$ cat src/rtl/bcd_pkg.sv
// Shared constants, FSM state type and nine's-complement helper for the
// digit-serial BCD adder/subtractor.
package bcd_pkg;

    localparam int         BCD_DIGIT_W = 4;
    localparam logic [3:0] BCD_MAX     = 4'd9;
    localparam logic [3:0] BCD_ADJ     = 4'd6;

    typedef enum logic [1:0] {
        IDLE,
        RUN,
        DONE
    } state_t;

    function automatic logic [3:0] nines_comp(input logic [3:0] digit);
        return BCD_MAX - digit;
    endfunction

endpackage

$ cat src/rtl/bcd_digit_add.sv
// Combinational single-digit BCD adder with decimal carry and invalid-digit flag.
module bcd_digit_add
    import bcd_pkg::*;
(
    input  logic [3:0] a,
    input  logic [3:0] b,
    input  logic       cin,
    output logic [3:0] sum,
    output logic       cout,
    output logic       invalid
);

    logic [4:0] s;

    always_comb begin
        s = {1'b0, a} + {1'b0, b} + {4'b0, cin};
        if (s > {1'b0, BCD_MAX}) begin
            sum  = s[3:0] + BCD_ADJ;
            cout = 1'b1;
        end else begin
            sum  = s[3:0];
            cout = 1'b0;
        end
        invalid = (a > BCD_MAX) | (b > BCD_MAX);
    end

endmodule

$ cat src/rtl/bcd_addsub_serial.sv
// Digit-serial packed-BCD adder, LS digit first, with start/ready and valid/ready
// handshakes. Define BCD_SUB_EN to enable the A-B (nine's complement) path.
module bcd_addsub_serial
    import bcd_pkg::*;
#(
    parameter int NDIGITS = 4
) (
    input  logic                       clk,
    input  logic                       reset_n,
    input  logic                       start,
    output logic                       in_ready,
    input  logic [4*NDIGITS-1:0]       A,
    input  logic [4*NDIGITS-1:0]       B,
    input  logic                       carry_in,
    input  logic                       op_sub,
    output logic                       result_valid,
    input  logic                       result_ready,
    output logic [4*NDIGITS+3:0]       RSLT,
    output logic                       carry_out,
    output logic                       out_of_range
);

    localparam int                 W     = BCD_DIGIT_W * NDIGITS;
    localparam int                 IDX_W = $clog2(NDIGITS);
    localparam logic [IDX_W-1:0]   LAST  = IDX_W'(NDIGITS - 1);

    state_t           state;
    logic [W-1:0]     a_sh;
    logic [W-1:0]     b_sh;
    logic             op_q;
    logic             c_q;
    logic [IDX_W-1:0] idx;

    logic             op_accept;
    logic [3:0]       b_dig;
    logic [3:0]       sum_dig;
    logic             cout_dig;
    logic             inv_dig;

`ifdef BCD_SUB_EN
    assign op_accept = op_sub;
    // Complementing preserves invalidity (10..15 map to 15..10), so the adder's flag still covers B.
    assign b_dig     = op_q ? nines_comp(b_sh[3:0]) : b_sh[3:0];
`else
    logic op_sub_unused;
    assign op_sub_unused = op_sub;
    assign op_accept     = 1'b0;
    assign b_dig         = b_sh[3:0];
`endif

    bcd_digit_add u_digit (
        .a       (a_sh[3:0]),
        .b       (b_dig),
        .cin     (c_q),
        .sum     (sum_dig),
        .cout    (cout_dig),
        .invalid (inv_dig)
    );

    always_ff @(posedge clk) begin
        if (!reset_n) begin
            state        <= IDLE;
            in_ready     <= 1'b1;
            result_valid <= 1'b0;
            RSLT         <= '0;
            carry_out    <= 1'b0;
            out_of_range <= 1'b0;
            a_sh         <= '0;
            b_sh         <= '0;
            op_q         <= 1'b0;
            c_q          <= 1'b0;
            idx          <= '0;
        end else begin
            case (state)
                IDLE: begin
                    if (start) begin
                        a_sh         <= A;
                        b_sh         <= B;
                        op_q         <= op_accept;
                        c_q          <= op_accept ? ~carry_in : carry_in;
                        idx          <= '0;
                        RSLT         <= '0;
                        carry_out    <= 1'b0;
                        out_of_range <= 1'b0;
                        in_ready     <= 1'b0;
                        state        <= RUN;
                    end
                end
                RUN: begin
                    a_sh                                  <= a_sh >> BCD_DIGIT_W;
                    b_sh                                  <= b_sh >> BCD_DIGIT_W;
                    c_q                                   <= cout_dig;
                    RSLT[idx*BCD_DIGIT_W +: BCD_DIGIT_W] <= sum_dig;
                    out_of_range                          <= out_of_range | inv_dig;
                    idx                                   <= idx + 1'b1;
                    if (idx == LAST) begin
                        RSLT[W +: BCD_DIGIT_W] <= op_q ? 4'h0 : {3'b0, cout_dig};
                        carry_out              <= op_q ? ~cout_dig : cout_dig;
                        result_valid           <= 1'b1;
                        state                  <= DONE;
                    end
                end
                DONE: begin
                    if (result_ready) begin
                        result_valid <= 1'b0;
                        in_ready     <= 1'b1;
                        state        <= IDLE;
                    end
                end
                default: state <= IDLE;
            endcase
        end
    end

endmodule

$ cat config.mk
export PLATFORM = sky130hd
export DESIGN_NAME = bcd_addsub_serial
export DESIGN_NICKNAME = d
export VERILOG_FILES = /design/src/rtl/bcd_pkg.sv /design/src/rtl/bcd_digit_add.sv /design/src/rtl/bcd_addsub_serial.sv
export SDC_FILE = /design/constraint.sdc
export NUM_CORES = 1
export LEC_CHECK = 0
export BUFFER_PORTS_ARGS = -buffer_cell sky130_fd_sc_hd__buf_2
export CORE_ASPECT_RATIO = 1.4
export CORE_UTILIZATION = 39
export CTS_BUF_LIST = sky130_fd_sc_hd__clkbuf_8
export CTS_CLUSTER_DIAMETER = 150
export CTS_CLUSTER_SIZE = 25
export DETAILED_ROUTE_END_ITERATION = 10
export PLACE_DENSITY_LB_ADDON = 0.05
export SLEW_MARGIN = 10
export SYNTH_ARGS = -nofsm -noshare
export SYNTH_HDL_FRONTEND = slang
export SYNTH_SLANG_ARGS = --single-unit
$ cat constraint.sdc
create_clock -name clk -period 3.7 [get_ports clk]
set_input_delay 0.37 -clock clk [delete_from_list [all_inputs] [get_ports clk]]
set_output_delay 0.37 -clock clk [all_outputs]
set_load 0.005 [all_outputs]
==> impl_metrics.toml <==
[worst_setup_path]
crit_type = "register to register"
r2r_start = "a_sh[0]"
cp.arrival_ns = 3.33
cp_data_required_time_ns = 3.98
crit_chain = "fa_1, fa_1, inv_1, ha_1, and2b_2, a31o_1, o31a_4, mux2_4, o21ai_2"
slowest_delay_ns = 0.64
startpoint_type = "register"
path_max_fanout = 5
worstSetupEndpointType = "register"
critical_path.top_delay_family = "adder cells"
cp-startpoint = "a_sh[0]"
crit_slowest_cell = "fa_1"
cpMostUsedCell = "fa_1"
critPathBufInv = 1

[pwr]
power.leakage_nw = 1.44
p_per_area_nw_per_um2 = 466
power_mw = 1.57
vdd_drop_max_uv = 177

[synthesis]
synth-seq-area-share_pct = 43.3
synth_seq_cells = 61
synth_edf_count = 0
synthArstFlopShare_pct = 0
postSynthCellCount = 342
synth_area_leader_cell = "dfxtp_1"
synth.distinct_cells = 47
synth_area_leaders = "dfxtp_1 (43%), nand2_1 (9.2%), a311oi_1 (7.5%)"
ys.flop_type = "dfxtp_1"
syn_nets = 390
syn_area_um2 = 2820
synth_top_cell_area_share_pct = 43.3
syn_avg_cell_area_um2 = 8.24
synth_warnings = 0

[sta]
setup_viol = 0
finalSetupTns_ns = 0
finClkSkew_ns = 0.0145
layout_setup_ws_ns = 0.650
fmax_ghz = 0.328
final_max_slew_viol_count = 0
finalCritPeriodShare_pct = 82.4
hold_violations = 0
tightest_slew_ns = 0.712
slew_headroom_pct = 52.4
finalCriticalPeriod_ns = 3.05
whs_ns = 0.252
rsz0062_at_grt = "no"

[placement]
io_buffer_count = 60
hpwlAfterDp_um = 4990
place_area_um2 = 3200
place.gp.congestion = 0.763
pre_cts_slack_ns = 0.640

[layout]
stdcell_area_um2 = 3370
syn_to_final_growth_pct = 19.7
drive_gt1_share_pct = 23.3
fill_cells = 730
antenna_cells = 0
final_net_count = 446

[route]
drc = 0
drt_first_pass_iters = 6
wl_um = 7020
dr_total_vias = 2543
viasPerCell = 5.11
drt_iter0_drc = 70
wl_per_cell_um = 14.1
postRouteAntennaNets = 0

[global_route]
grt_max_degree = 52
antenna_found_initial = 0
grt-ovfl-total = 0
grt_pass1_vias = 2295
track_usage_pct = 20.0
grt_pass1_wl_um = 11200

[cts]
postCtsHoldBufs = 0
cts_tree = "yes"
htreeDepth = 3
cts_resized = 0
post-cts-setup-buffers = 0
insertion_delay_ns = 0.35
cts_sinks = 61
cts_made_buffers = 9
clk_pin_slew_ns = 0.08
root_buffer = "clkbuf_8"
cts_buffer_depth = 2

[status]
status = "finished, final reports clean"

[die]
core_area_um2 = 6980
start_util_pct = 40.4
fp.dieW_um = 73.9
row_count = 36
die_y_um = 103
num_io_pins = 62
die-area_um2 = 7580

[min_path]
hold_start = "B[13]"
hold_class = "primary input to register"

[flow_run]
maxCapViolCount = 0
==> per-layer routing <==
layer | wire, um | track usage [%] | vias up
li1 | - | - | 1326
met5 | 0 | 0 | -
met1 | 3120 | 23.0 | 1137
met2 | 3500 | 34.5 | 66
met4 | 177 | 10.5 | 0
met3 | 214 | 4.01 | 14
==> per-stage QoR <==
step	utilization (%)	instances
floorplan	-	342
global placement	45.9	482
detailed placement	45.9	482
CTS	48.3	498
global route	48.3	498
finish	48.3	498
==> state kept, by name, indices dropped and copies added, names as in the netlist, 2 cells and up <==
name and count:
RSLT 20, idx 2, state 2, a_sh 16, b_sh 16
==> worst min-delay path, delay by kind of cell <==
kind	cells	cell delay (ns)
AND/OR/NAND/NOR	1	0.07
AO/OA/AOI/OAI	1	0.05
buffers and inverters	1	0.07
==> cell families (layout without fill, tap and decap cells) <==
kind of cell               after synthesis  in the layout  share of synthesized area, %
and+or+nand+nor                        151            151                          23.0
adders and majority gates               10             10                          4.97
buffers and inverters                   27             88                          3.82
muxes                                    1              1                         0.532
AOI/OAI and AO/OA                       90             90                          23.5
DFF                                     61             61                          43.3
xor gates and xnor gates                 2              2                         0.888
==> cells in the mapped netlist, types with 3 or more instances <==
library cell and number:
nor3_1 4, a21oi_1 20, inv_1 7, nand2b_1 3, nor2_1 49, nand2_1 69
nand3_1 5, a22oi_1 10, ha_1 8, a311oi_1 24, o21ai_0 13, o21ai_2 4
dfxtp_1 61, clkbuf_1 16, nor2b_1 8, a32o_1 3
==> power by group <==
group	switching [mW]	internal [mW]	total [mW]
clock network	0.274	0.239	0.512
logic	0.195	0.137	0.332
registers	0.0300	0.697	0.727
==> worst paths after layout <==
check | to | slack [ns] | cells after the start
max | RSLT[14] | 0.65 | 9
min | b_sh[13] | 0.25 | 3
max reg2reg | RSLT[14] | 0.65 | 9
min reg2reg | RSLT[14] | 0.45 | 2
==> cell usage in the layout, fill, tap and decap left out, types with 3 or more instances in the layout <==
master / n
a311oi_1: 24
clkbuf_8: 9
nand3_1: 5
nor2_1: 48
dfxtp_1: 61
ha_1: 8
nand2_1: 69
a21oi_1: 20
buf_4: 5
a22oi_1: 10
nand2b_1: 3
inv_1: 9
buf_2: 60
nor3_1: 4
a32o_1: 3
o21ai_0: 13
o21ai_2: 4
nor2b_1: 7
==> final cells by class <==
class,count,area (um^2),area share [%]
Inverter,7,26.3,0.779
Timing Repair Buffer,65,338,10.0
Sequential cell,61,1220,36.2
Multi-Input combinational cell,254,1500,44.5
Clock buffer,9,124,3.67
Clock inverter,7,45.0,1.34
Tap cell,95,119,3.52
Power figures use the tool's default switching activity.
